**src/rtl/gcd_job_scheduler.sv**
```systemverilog
`default_nettype none
// ============================================================================
//  Module      : gcd_job_scheduler
//  Description : Avalon-MM master that time-shares one GCD calculator CSR
//                slave among NUM_REQ requesters. Jobs are granted
//                round-robin. Each job writes A, then B (which starts the
//                slave), polls status until it reads zero, reads the result
//                and returns it on one tagged response channel. Jobs with a
//                zero operand are answered locally as a|b.
//  Ports       : clock, reset_n        - clock, async active-low reset
//                req_valid/req_ready    - per-requester job handshake
//                req_a/req_b            - packed operands, 32 bits per port
//                rsp_valid/rsp_ready    - result handshake
//                rsp_id/rsp_gcd         - owner tag and GCD value
//                avm_*                  - Avalon-MM master to the slave
//                busy                   - low only while idle
//                jobs_done              - accepted responses, wraps
//  Revision    : 1.0 - initial release
// ============================================================================
module gcd_job_scheduler #(
  parameter int NUM_REQ  = 2,
  parameter int ID_W     = $clog2(NUM_REQ),
  parameter int POLL_GAP = 4
) (
  input  logic                  clock,
  input  logic                  reset_n,
  input  logic [NUM_REQ-1:0]    req_valid,
  output logic [NUM_REQ-1:0]    req_ready,
  input  logic [32*NUM_REQ-1:0] req_a,
  input  logic [32*NUM_REQ-1:0] req_b,
  output logic                  rsp_valid,
  input  logic                  rsp_ready,
  output logic [ID_W-1:0]       rsp_id,
  output logic [31:0]           rsp_gcd,
  output logic                  avm_read,
  output logic                  avm_write,
  output logic [1:0]            avm_address,
  output logic [31:0]           avm_writedata,
  input  logic [31:0]           avm_readdata,
  output logic                  busy,
  output logic [15:0]           jobs_done
);

  localparam int c_GAP_W = (POLL_GAP < 2) ? 1 : $clog2(POLL_GAP);
  localparam logic [c_GAP_W-1:0] c_GAP_LAST = c_GAP_W'((POLL_GAP > 0) ? POLL_GAP - 1 : 0);
  localparam logic [1:0] c_ADDR_STATUS = 2'd0;
  localparam logic [1:0] c_ADDR_A      = 2'd1;
  localparam logic [1:0] c_ADDR_B      = 2'd2;

  // S_INIT is a one-cycle holding state so that every bus strobe leaves
  // reset low; the status-poll loop proper starts in S_INIT_RD.
  typedef enum logic [3:0] {
    S_INIT     = 4'd0,
    S_INIT_RD  = 4'd1,
    S_INIT_CHK = 4'd2,
    S_INIT_GAP = 4'd3,
    S_IDLE     = 4'd4,
    S_WR_A     = 4'd5,
    S_WR_B     = 4'd6,
    S_POLL_RD  = 4'd7,
    S_POLL_CHK = 4'd8,
    S_GAP      = 4'd9,
    S_RES_RD   = 4'd10,
    S_RES_CHK  = 4'd11,
    S_RESP     = 4'd12
  } state_t;

  state_t             r_state;
  state_t             w_next;
  logic [ID_W-1:0]    r_ptr;
  logic [ID_W-1:0]    r_id;
  logic [31:0]        r_b;
  logic [31:0]        r_gcd;
  logic [c_GAP_W-1:0] r_cnt;

  logic               w_found;
  logic [ID_W-1:0]    w_sel;
  logic [31:0]        w_a;
  logic [31:0]        w_b;
  logic               w_zero;
  logic               w_slave_busy;

  // Round-robin search from r_ptr+1: first the ports above the pointer,
  // then wrap around to the ports at or below it.
  always_comb begin
    w_found = 1'b0;
    w_sel   = '0;
    w_a     = '0;
    w_b     = '0;
    for (int i = 0; i < NUM_REQ; i++) begin
      if (!w_found && req_valid[i] && (i > int'(r_ptr))) begin
        w_found = 1'b1;
        w_sel   = ID_W'(i);
        w_a     = req_a[32*i +: 32];
        w_b     = req_b[32*i +: 32];
      end
    end
    for (int i = 0; i < NUM_REQ; i++) begin
      if (!w_found && req_valid[i] && (i <= int'(r_ptr))) begin
        w_found = 1'b1;
        w_sel   = ID_W'(i);
        w_a     = req_a[32*i +: 32];
        w_b     = req_b[32*i +: 32];
      end
    end
  end

  // The slave never terminates on a zero operand, so such jobs bypass it.
  assign w_zero       = (w_a == 32'd0) || (w_b == 32'd0);
  assign w_slave_busy = |avm_readdata;

  always_ff @(posedge clock or negedge reset_n) begin
    if (!reset_n) begin
      r_state <= S_INIT;
    end else begin
      r_state <= w_next;
    end
  end

  always_comb begin
    w_next    = r_state;
    req_ready = '0;
    case (r_state)
      S_INIT:     w_next = S_INIT_RD;
      S_INIT_RD:  w_next = S_INIT_CHK;
      S_INIT_CHK: begin
        if (!w_slave_busy)      w_next = S_IDLE;
        else if (POLL_GAP == 0) w_next = S_INIT_RD;
        else                    w_next = S_INIT_GAP;
      end
      S_INIT_GAP: if (r_cnt == c_GAP_LAST) w_next = S_INIT_RD;
      S_IDLE: begin
        if (w_found) begin
          req_ready[w_sel] = 1'b1;
          w_next           = w_zero ? S_RESP : S_WR_A;
        end
      end
      S_WR_A:     w_next = S_WR_B;
      S_WR_B:     w_next = S_POLL_RD;
      S_POLL_RD:  w_next = S_POLL_CHK;
      S_POLL_CHK: begin
        if (!w_slave_busy)      w_next = S_RES_RD;
        else if (POLL_GAP == 0) w_next = S_POLL_RD;
        else                    w_next = S_GAP;
      end
      S_GAP:      if (r_cnt == c_GAP_LAST) w_next = S_POLL_RD;
      S_RES_RD:   w_next = S_RES_CHK;
      S_RES_CHK:  w_next = S_RESP;
      S_RESP:     if (rsp_ready) w_next = S_IDLE;
      default:    w_next = S_INIT;
    endcase
  end

  // Bus and status outputs are registered from the next state, so they are
  // cycle-aligned with r_state yet glitch-free and zero while in reset.
  always_ff @(posedge clock or negedge reset_n) begin
    if (!reset_n) begin
      avm_read      <= 1'b0;
      avm_write     <= 1'b0;
      avm_address   <= '0;
      avm_writedata <= '0;
      rsp_valid     <= 1'b0;
      busy          <= 1'b0;
      jobs_done     <= '0;
      r_ptr         <= ID_W'(NUM_REQ - 1);
      r_id          <= '0;
      r_b           <= '0;
      r_gcd         <= '0;
      r_cnt         <= '0;
    end else begin
      avm_read  <= (w_next == S_INIT_RD) || (w_next == S_POLL_RD) || (w_next == S_RES_RD);
      avm_write <= (w_next == S_WR_A) || (w_next == S_WR_B);
      case (w_next)
        S_WR_A: begin
          avm_address   <= c_ADDR_A;
          avm_writedata <= w_a;          // only reachable from the grant cycle
        end
        S_WR_B: begin
          avm_address   <= c_ADDR_B;
          avm_writedata <= r_b;
        end
        S_RES_RD: begin
          avm_address   <= c_ADDR_A;
          avm_writedata <= '0;
        end
        default: begin
          avm_address   <= c_ADDR_STATUS;
          avm_writedata <= '0;
        end
      endcase
      rsp_valid <= (w_next == S_RESP);
      busy      <= (w_next != S_IDLE);

      if ((r_state == S_IDLE) && w_found) begin
        r_ptr <= w_sel;
        r_id  <= w_sel;
        r_b   <= w_b;
        r_gcd <= w_a | w_b;              // final answer when an operand is zero
      end
      if (r_state == S_RES_CHK) begin
        r_gcd <= avm_readdata;
      end
      if ((r_state == S_RESP) && rsp_ready) begin
        jobs_done <= jobs_done + 16'd1;
      end

      if ((w_next == S_GAP) || (w_next == S_INIT_GAP)) begin
        r_cnt <= ((r_state == S_GAP) || (r_state == S_INIT_GAP)) ? r_cnt + c_GAP_W'(1) : '0;
      end
    end
  end

  assign rsp_id  = r_id;
  assign rsp_gcd = r_gcd;

endmodule
`default_nettype wire

```
**config.mk**
```make
export PLATFORM = sky130hd
export DESIGN_NAME = gcd_job_scheduler
export DESIGN_NICKNAME = d
export VERILOG_FILES = /design/src/rtl/gcd_job_scheduler.sv
export SDC_FILE = /design/constraint.sdc
export NUM_CORES = 1
export LEC_CHECK = 0
export ABC_AREA = 1
export BUFFER_PORTS_ARGS = -buffer_cell sky130_fd_sc_hd__buf_2
export CAP_MARGIN = 0
export CORE_MARGIN = 2
export CORE_UTILIZATION = 50
export CTS_CLUSTER_DIAMETER = 150
export DETAILED_ROUTE_END_ITERATION = 10
export PLACE_DENSITY_LB_ADDON = 0.1
export SYNTH_ARGS = -nofsm -noshare
export SYNTH_HDL_FRONTEND = slang
export SYNTH_SLANG_ARGS = --single-unit
```
**constraint.sdc**
```tcl
create_clock -name clock -period 4.57 [get_ports clock]
set_input_delay 0.914 -clock clock [delete_from_list [all_inputs] [get_ports clock]]
set_output_delay 0.914 -clock clock [all_outputs]
set_load 0.01 [all_outputs]
```
==> reports/summary.txt, run 1 <==
layout cells sized above 1: 0.3198
final hold vios: 0
max cap viols: 0
GPL Wtd Cong: 0.9456
Rel. slew slack: 0.2213
Clock Latency Late Sink: 420 ps
share of Yosys cell area claimed by the top area cell type: 0.4773
WL final: 22.15 mm
Int Pwr: 2256 uW
TritonCTS Buffers: 17
Area contributors post-synth: dfrtp_1 (48%), nand2_1 (10%), nand3_1 (10%)
P per Cell Area: 360.4 mW/mm^2
DRT Pass-1 Iters: 5
Crit Path Class: primary input to flip-flop
clock root buffer: clkbuf_16
H-tree lvl count: 4
most instantiated library cell after synthesis: nand2_1
clk_skew: 7.400 ps
CTS sink count: 126
sequential element share of the synthesized area: 0.4813
Layout area overhead: 29.32%
area of the multi-input gates: 0.002845 mm^2
RSZ-0062 raised after global routing: no
status: complete, no violations
Slew Limit Fails: 0
Synthesized Nets: 983
post_cts resized: 0
VDD IR max: 0.2230 mV
Die Wd: 118.5 um
CP required: 4880 ps
CP endpoint: r_cnt[1]
# DRC: 0
I/O Buffers: 253
Net Sw Power: 798.9 uW
largest net degree at the start of global routing: 74
Fmax: 291.4 MHz
Post-synth ARST share: 1.000
Routed Antenna Nets: 0
Sw Share: 0.2615
Worst R2R Start: r_ptr
Syn Area/Cell: 8.032 um^2
grt total ovfl: 0
post-layout util: 0.6662
cts hold-fix bufs: 0
I/O pin total: 254
ys flop type: dfrtp_1
Crit. End Element: flip-flop
Tmin final: 3431 ps
Clock transition at path regs: 60 ps
fin worst setup slack: 1139 ps
fillcell total: 1,143
antenna violations before repair: 4
dpl ws: 752.4 ps
Clock power frac: 0.460
first-pass GRT wire length: 34.97 mm
type of the worst min-delay path: flip-flop to flip-flop
Initial Util: 0.5151
Syn Inst Count: 816
Flop pwr share: 0.394
Netlist cell types: 41
Post-CTS Setup Bufs: 0
crit path max fanout: 31
placed cells: 1,203
Clock Tree Buf Depth: 2
TritonCTS clock tree: yes
Placed Area: 0.007848 mm^2
Ys Warns: 0
Yosys reg bits: 126
WL/cell: 17.89 um
vias in the first global route: 6,650
RR Endpoint: r_cnt[1]
Initial DRC Count: 597
Setup TNS Final: 0 ps
post-synth top area cell: dfrtp_1
Chip Height: 118.5 um
Sequential Area: 0.003154 mm^2
leak pwr: 0.004672 uW
Setup crit start kind: primary input
crit path launch: req_valid[0]
Row Count: 41
setup violators final: 0
cells on worst reg2reg path: 16
Logic pwr share: 0.146
HPWL Detailed: 16.07 mm
GRT Resource Usage Total: 0.3198
detailed-route via count: 6,944
setup slack, reg-to-reg: 1730 ps
fin area: 0.008476 mm^2
EDFF count, synth: 0
Worst Tran Pin Value: 1167 ps
DIE AREA: 0.01404 mm^2
Synth Cell Area: 0.006554 mm^2
number of vias per cell: 5.609
CORE AREA: 0.01272 mm^2
Final Net Count: 1,217
most frequent cells after synthesis: nand2_1 (182), nand3_1 (132), dfrtp_1 (125), o21ai_0 (60), nor2_1 (53)
period utilization: 0.7509
WP data arrival: 3750 ps
post-route insts no fill: 1,238
==> worst min path at each step <==
stage	from	endpoint	slack, ps	depth (start not counted)
after floorplan	r_b[0]	avm_writedata[0]	450	2
after global placement	jobs_done[15]	jobs_done[15]	450	1
after detailed placement	jobs_done[15]	jobs_done[15]	460	1
after CTS	jobs_done[15]	jobs_done[15]	470	1
after global routing	jobs_done[15]	jobs_done[15]	490	1
final	jobs_done[15]	jobs_done[15]	470	1
==> flip-flops by register name, indices dropped and copies added, names as in the netlist, 2 cells and up <==
signal and cells:
rsp_gcd 32, avm_writedata 32, r_cnt 2, jobs_done 16, avm_address 2, r_b 32, r_state 4
==> cells in the final DEF (no fill, tap or decap), drive strengths merged <==
| cell type | n |
|---|---|
| nand4 | 9 |
| nor3b | 1 |
| nor4b | 1 |
| xnor2 | 7 |
| nand2 | 188 |
| o211ai | 1 |
| o22ai | 33 |
| a31oi | 24 |
| diode | 3 |
| bufinv | 3 |
| clkinv | 4 |
| clkbuf | 23 |
| o21a | 1 |
| clkinvlp | 2 |
| nor3 | 9 |
| nand3b | 1 |
| inv | 79 |
| mux2 | 1 |
| buf | 262 |
| and2 | 3 |
| nor2 | 57 |
| dfrtp | 125 |
| o21ai | 61 |
| ha | 2 |
| a21boi | 1 |
| a21oi | 3 |
| and3 | 2 |
| a221oi | 1 |
| nor4 | 8 |
| xor2 | 8 |
| dfstp | 1 |
| nand3 | 134 |
| a32o | 8 |
==> power groups by stage <==
stage | sequential (uW) | clock, uW | combinational, uW
2_1_floorplan | 1230 | 0 | 244
3_3_place_gp | 1220 | 0 | 438
3_5_place_dp | 1220 | 0 | 443
4_1_cts | 1200 | 1410 | 445
5_1_grt | 1210 | 1460 | 504
6_report | 1200 | 1400 | 447
==> layer usage <==
metal  wire (um)  part of all wire  track usage
met5          16           0.00072            0
met4         680             0.031       0.1391
met3        2327              0.11      0.09604
met2       10250              0.46       0.5004
met1        8872              0.40       0.4124
==> area by class of cell <==
cell class | instances | area share
Inverter | 79 | 0.03499
Timing Repair Buffer | 262 | 0.1577
Sequential cell | 126 | 0.3722
Clock buffer | 23 | 0.05757
Multi-Input combinational cell | 564 | 0.3357
Antenna cell | 3 | 0.0008857
Clock inverter | 9 | 0.01565
Tap cell | 172 | 0.02539
==> critical path, stage by stage <==
cell and delay, ps:
buf_2 490, nand2_2 360, buf_4 340, nand3_1 110, nand2_1 50, inv_1 80
nand2_1 50, nor2_1 150, nand2_1 100, nor2_1 110, nand2_1 70, nand2_2 90
nand2_4 110, nand2_4 290, nand2_4 110, nand3_2 110, nand2_1 80, nand2_1 60
nand2_1 50
==> kinds of logic (layout without fill, tap and decap cells) <==
logic type | Yosys count | count (layout) | synth area share
xor+xnor | 15 | 15 | 0.02005
compound gates | 133 | 133 | 0.1203
fa+ha+maj | 2 | 2 | 0.003818
simple gates | 413 | 413 | 0.2879
flops | 126 | 126 | 0.4813
mux | 1 | 1 | 0.001718
other cells | 0 | 3 | 0
buf+inv | 126 | 373 | 0.08495
==> per-stage QoR <==
step / total power (uW) / hold WS, ps
2_1_floorplan: 1470 / 453.4
3_3_place_gp: 1658 / 451.2
3_5_place_dp: 1663 / 458.9
4_1_cts: 3060 / 466.5
5_1_grt: 3171 / 490.5
6_report: 3054 / 465.7
Note: power is estimated with default switching activity, not from simulation.
==> run 2, diff against run 1 <==
--- a/config.mk
+++ b/config.mk
@@ -9,7 +9,7 @@
 export BUFFER_PORTS_ARGS = -buffer_cell sky130_fd_sc_hd__buf_2
 export CAP_MARGIN = 0
 export CORE_MARGIN = 2
-export CORE_UTILIZATION = 50
+export CORE_UTILIZATION = 49
 export CTS_CLUSTER_DIAMETER = 150
 export DETAILED_ROUTE_END_ITERATION = 10
 export PLACE_DENSITY_LB_ADDON = 0.1
==> constraint.sdc (replaced) <==
create_clock -name clock -period 3.45 [get_ports clock]
set_input_delay 0.69 -clock clock [delete_from_list [all_inputs] [get_ports clock]]
set_output_delay 0.69 -clock clock [all_outputs]
set_load 0.01 [all_outputs]
==> run 2 against run 1 <==
- count of clock-buffer cells in the layout rose by 1
- design area grew 0.49%
- via count is 1.1% lower
- first-iteration DRC count shrank 3.0%
- largest cell class unchanged
- die area is 2.0% higher
- sequential share of layout area down 0.18 points
- worst setup slack got worse by 540 ps
- flip-flop and latch count unchanged
- critical path type is now flip-flop to flip-flop
- sequential power rose by 33%
==> reports/summary.txt, run 2 (synthesis gave the netlist of run 1 again) <==
status: complete, no violations
vias in the first global route: 6,577 (-1.1%)
period utilization: 0.8252
Row Count: 42 (+2.4%)
H-tree lvl count: 4 (unchanged)
WL final: 21.74 mm (-1.8%)
number of vias per cell: 5.518 (-1.6%)
grt total ovfl: 0 (unchanged)
first-pass GRT wire length: 33.89 mm (-3.1%)
TritonCTS clock tree: yes
Crit. End Element: flip-flop
Slew Limit Fails: 0 (unchanged)
largest net degree at the start of global routing: 74 (unchanged)
Setup crit start kind: flip-flop
clk_skew: 7.291 ps (-0.1090 ps)
cts hold-fix bufs: 0 (unchanged)
most frequent cells in the layout: buf_2 (252), nand2_1 (181), nand3_1 (132)
WP data arrival: 3150 ps (-600 ps)
# DRC: 0 (unchanged)
detailed-route via count: 6,870 (-1.1%)
post_cts resized: 0 (unchanged)
WL/cell: 17.46 um (-2.4%)
post-route insts no fill: 1,245 (+0.57%)
TritonCTS Buffers: 17 (unchanged)
fillcell total: 1,190 (+4.1%)
final hold slack: 343.0 ps (-122.7 ps)
Die Wd: 119.7 um (+0.98%)
clock root buffer: clkbuf_16
Clock transition at path regs: 60 ps (about the same)
setup slack, reg-to-reg: 600 ps (-1130 ps)
CP required: 3750 ps (-1130 ps)
RR Endpoint: r_cnt[0]
final hold vios: 0 (unchanged)
cells on worst reg2reg path: 16 (unchanged)
Initial DRC Count: 579 (-3.0%)
GRT Resource Usage Total: 0.3064 (-0.01338)
P per Cell Area: 470.2 mW/mm^2 (+30%)
Setup TNS Final: 0 ps (unchanged)
RSZ-0062 raised after global routing: no
Worst R2R Start: r_ptr
antenna violations before repair: 4 (unchanged)
Initial Util: 0.4989 (-0.01629)
Clock Latency Late Sink: 410 ps (about the same)
HPWL Detailed: 15.95 mm (-0.72%)
type of the worst min-delay path: primary input to async pin
Routed Antenna Nets: 0 (unchanged)
Post-CTS Setup Bufs: 0 (unchanged)
I/O Buffers: 253 (unchanged)
crit path launch: r_ptr
most common cell after layout, fill and taps aside: buf_2
layout cells sized above 1: 0.3202 (+0.0003383)
Clock Tree Buf Depth: 2 (unchanged)
DRT Pass-1 Iters: 6 (+1)
CTS sink count: 126 (unchanged)
Tmin final: 2847 ps
placed cells: 1,211 (+0.67%)
leak pwr: 0.004695 uW (+0.48%)
Final Net Count: 1,221 (+0.33%)
GPL Wtd Cong: 0.9309 (-1.6%)
CORE AREA: 0.01314 mm^2 (+3.3%)
Chip Height: 119.7 um (+0.98%)
crit path max fanout: 28 (-9.7%)
I/O pin total: 254 (unchanged)
Worst Tran Pin Value: 753.6 ps (-413.2 ps)
VDD IR max: 0.2772 mV (+24%)
Crit Path Class: flip-flop to flip-flop
Layout area overhead: 29.95%
Rel. slew slack: 0.4976 (+0.2763)
setup violators final: 0 (unchanged)
max cap viols: 0 (unchanged)
DIE AREA: 0.01432 mm^2 (+2.0%)
Fmax: 351.2 MHz
## run 2: worst max-delay path by stage
| stage | end | slack, ps | cells past startpoint |
|---|---|---|---|
| global placement | r_cnt[0] | 340 | 19 |
| floorplan | r_cnt[1] | 1170 | 19 |
| global route | r_cnt[0] | 320 | 18 |
| finish | r_cnt[0] | 600 | 16 |
| detailed placement | r_cnt[0] | 310 | 19 |
| CTS | r_cnt[0] | 570 | 18 |
## run 2: where the power goes
part	internal, uW	total [uW]	switching (uW)
Clock	1200	1810	608
Combinational	230	601	371
Sequential	1550	1590	41.5
## run 2: final cells by class
cell class	count	area, um^2	share of cell area
inverters	79	296.5	0.03482
well taps	176	220.2	0.02586
clock inverters	6	107.6	0.01263
repair buffers	266	1391	0.1634
flip-flops and latches	126	3154	0.3704
multi-input cells	564	2845	0.3341
clock buffers	24	491.7	0.05773
diodes	4	10.01	0.001175
## run 2: per-stage QoR
step / total power [uW] / instance area [um^2] / utilization / setup slack, ps
6_report: 4005 / 8517 / 0.6483 / 602.9
5_1_grt: 4174 / 8517 / 0.6483 / 321.9
2_1_floorplan: 1948 / 6554 / - / 1170
3_5_place_dp: 2206 / 7908 / 0.6019 / 311.0
3_3_place_gp: 2199 / 7908 / 0.6019 / 344.6
4_1_cts: 4020 / 8507 / 0.6475 / 566.4
## run 2: critical path, stage by stage (launching register included)
cell,delay (ps)
dfstp_2,540
nand2_2,250
buf_4,310
nand3_1,110
nand2_1,90
nor2_1,150
nand4_1,150
nor2_1,140
nand2_1,80
nand2_2,100
nand2_4,90
nand2_4,270
nand2_4,110
nand3_2,110
nand2_1,80
nand2_1,60
nand2_1,60
## run 2: per-layer routing
layer | vias to the layer above | GRT usage | part of all wire
li1 | 3237 | - | -
met2 | 355 | 0.4943 | 0.48
met1 | 3245 | 0.4026 | 0.42
met4 | 0 | 0.1272 | 0.020
met5 | - | 0 | 0
met3 | 33 | 0.06559 | 0.081
==> run 3, diff against run 2 <==
--- a/config.mk
+++ b/config.mk
@@ -5,11 +5,11 @@
 export SDC_FILE = /design/constraint.sdc
 export NUM_CORES = 1
 export LEC_CHECK = 0
-export ABC_AREA = 1
+export ABC_AREA = 0
 export BUFFER_PORTS_ARGS = -buffer_cell sky130_fd_sc_hd__buf_2
 export CAP_MARGIN = 0
 export CORE_MARGIN = 2
-export CORE_UTILIZATION = 49
+export CORE_UTILIZATION = 48
 export CTS_CLUSTER_DIAMETER = 150
 export DETAILED_ROUTE_END_ITERATION = 10
 export PLACE_DENSITY_LB_ADDON = 0.1
==> constraint.sdc (replaced) <==
create_clock -name clock -period 2.8 [get_ports clock]
set_input_delay 0.56 -clock clock [delete_from_list [all_inputs] [get_ports clock]]
set_output_delay 0.56 -clock clock [all_outputs]
set_load 0.01 [all_outputs]
==> run 3 against run 2 <==
- register-to-register slack got worse by 250 ps
- clock power is 25% higher
- global-route usage is 0.54 points higher
- combinational power rose to 3.9 times the previous value
- total power rose by 85%
- sequential share of layout area up 2.7 points
- clock skew grew 2.6 ps
- largest power group is now sequential cells
==> reports/summary.txt, run 3 <==
final hold slack: 99.95 ps (-243.0 ps)
Post-synth ARST share: 1.000 (unchanged)
EDFF count, synth: 0 (unchanged)
Ys Warns: 0 (unchanged)
H-tree lvl count: 4 (unchanged)
DRT Pass-1 Iters: 5 (-1)
clk_skew: 9.914 ps (+2.623 ps)
RSZ-0062 raised after global routing: no
DIE AREA: 0.01298 mm^2 (-9.3%)
most instantiated library cell after synthesis: dfrtp_1
leak pwr: 0.003817 uW (-19%)
# DRC: 0 (unchanged)
Initial DRC Count: 694 (+20%)
WP data arrival: 2890 ps (-260 ps)
period utilization: 0.9276
Fmax: 385.0 MHz
share of Yosys cell area claimed by the top area cell type: 0.5393 (+0.06198)
Final Net Count: 1,011 (-17%)
Worst Tran Pin Value: 781.4 ps (+27.78 ps)
I/O pin total: 254 (unchanged)
VDD IR max: 0.4583 mV (+65%)
GRT Resource Usage Total: 0.3118 (+0.005392)
P per Cell Area: 934.5 mW/mm^2 (+99%)
antenna violations before repair: 1 (-3)
status: complete, no violations
largest net degree at the start of global routing: 59 (-20%)
post-layout util: 0.6672 (+0.01894)
Chip Height: 113.9 um (-4.8%)
post_cts resized: 0 (unchanged)
Die Wd: 113.9 um (-4.8%)
Layout area overhead: 37.01%
Initial Util: 0.4870 (-0.01188)
WL/cell: 20.25 um (+16%)
Synthesized Nets: 749 (-24%)
TritonCTS Buffers: 17 (unchanged)
number of vias per cell: 6.112 (+11%)
most common cell after layout, fill and taps aside: buf_2
ys flop type: dfrtp_1
Post-CTS Setup Bufs: 0 (unchanged)
I/O Buffers: 253 (unchanged)
diodes inserted: 0 (-4)
HPWL Detailed: 15.67 mm (-1.8%)
Tmin final: 2597 ps
Yosys reg bits: 126 (unchanged)
grt total ovfl: 0 (unchanged)
type of the worst min-delay path: primary input to async pin
Netlist cell types: 50 (+22%)
Rel. slew slack: 0.4791 (-0.01852)
layout cells sized above 1: 0.3862 (+0.06604)
Routed Antenna Nets: 0 (unchanged)
WL final: 20.33 mm (-6.5%)
Syn Area/Cell: 9.967 um^2 (+24%)
final hold vios: 0 (unchanged)
detailed-route via count: 6,136 (-11%)
setup violators final: 0 (unchanged)
max cap viols: 0 (unchanged)
Setup crit start kind: primary input
Synth Cell Area: 0.005801 mm^2 (-11%)
vias in the first global route: 5,749 (-13%)
Clock Tree Buf Depth: 2 (unchanged)
crit path max fanout: 5 (-82%)
GPL Wtd Cong: 0.9363 (+0.58%)
post-synth top area cell: dfrtp_1
most frequent cells after synthesis: dfrtp_1 (125), nor2_1 (75), nand2_1 (46), o21ai_0 (38), nor4_1 (37)
cts hold-fix bufs: 0 (unchanged)
Area contributors post-synth: dfrtp_1 (54%), nor2_1 (4.9%), a221oi_1 (4.8%)
Setup TNS Final: 0 ps (unchanged)
Slew Limit Fails: 0 (unchanged)
Syn Inst Count: 582 (-29%)
Crit. End Element: flip-flop
Clock Latency Late Sink: 420 ps (about the same)
Crit Path Class: primary input to flip-flop
clock root buffer: clkbuf_16
CP required: 3090 ps (-660 ps)
CTS sink count: 126 (unchanged)
first-pass GRT wire length: 30.26 mm (-11%)
setup slack, reg-to-reg: 350 ps (-250 ps)
Row Count: 40 (-4.8%)
TritonCTS clock tree: yes
most frequent cells in the layout: buf_2 (252), dfrtp_1 (125), nor2_1 (73)
fillcell total: 1,002 (-16%)
sequential element share of the synthesized area: 0.5438 (+0.06250)
CORE AREA: 0.01191 mm^2 (-9.3%)
Clock transition at path regs: 50 ps (about the same)
## run 3: worst paths after layout
| check | from | end | cells after the start |
|---|---|---|---|
| max | avm_readdata[24] | r_cnt[0] | 9 |
| min in group clock | req_valid[1] | r_ptr | 3 |
| max reg2reg | r_state[1] | rsp_gcd[17] | 6 |
| min | reset_n | rsp_gcd[16] | 1 |
| max in group asynchronous | reset_n | r_b[8] | 2 |
| min reg2reg | jobs_done[15] | jobs_done[15] | 1 |
## run 3: routing by layer
layer	global-route usage	share of wire
met2	0.4960	0.48
met3	0.07279	0.10
met1	0.4172	0.40
met5	0	0
met4	0.1220	0.022
## run 3: cell type report
cell class	count	area [um^2]	area share
multi-input cells	414	2486	0.3128
well taps	147	183.9	0.02314
clock inverters	13	163.9	0.02062
inverters	4	15.01	0.001889
repair buffers	281	1491	0.1877
clock buffers	19	452.9	0.05699
flip-flops and latches	126	3154	0.3969
## run 3: metrics by stage
stage / setup WS [ps] / total power [uW] / std cells / area, um^2
after floorplan: 679.4 / 4180 / 582 / 5801
after global placement: -178.9 / 5049 / 972 / 7331
after detailed placement: -123.5 / 5145 / 972 / 7331
after CTS: 297.0 / 7404 / 1004 / 7948
after global routing: 142.8 / 7815 / 1004 / 7948
final: 202.8 / 7427 / 1004 / 7948
## run 3: worst max-delay path, stage by stage
cell and delay, ps:
buf_2 110, nor4_1 680, buf_4 230, and4_2 270
nand3_1 130, a41oi_4 310, a21boi_1 110, o211ai_1 150
mux2_1 350
## run 3: logic make-up after synthesis
logic type / after synthesis / share of synthesized area
buffers and inverters: 42 / 0.02998
xor gates and xnor gates: 18 / 0.02718
adders and majority gates: 2 / 0.004313
and+or+nand+nor: 203 / 0.1715
muxes: 3 / 0.005824
AOI/OAI and AO/OA: 188 / 0.2174
DFF: 126 / 0.5438
## run 3: report_power, final
group | switching (uW) | total, uW | internal, uW
combinational | 1380 | 2350 | 968
clock | 815 | 2260 | 1450
sequential | 398 | 2810 | 2420
total | 2600 | 7430 | 4830
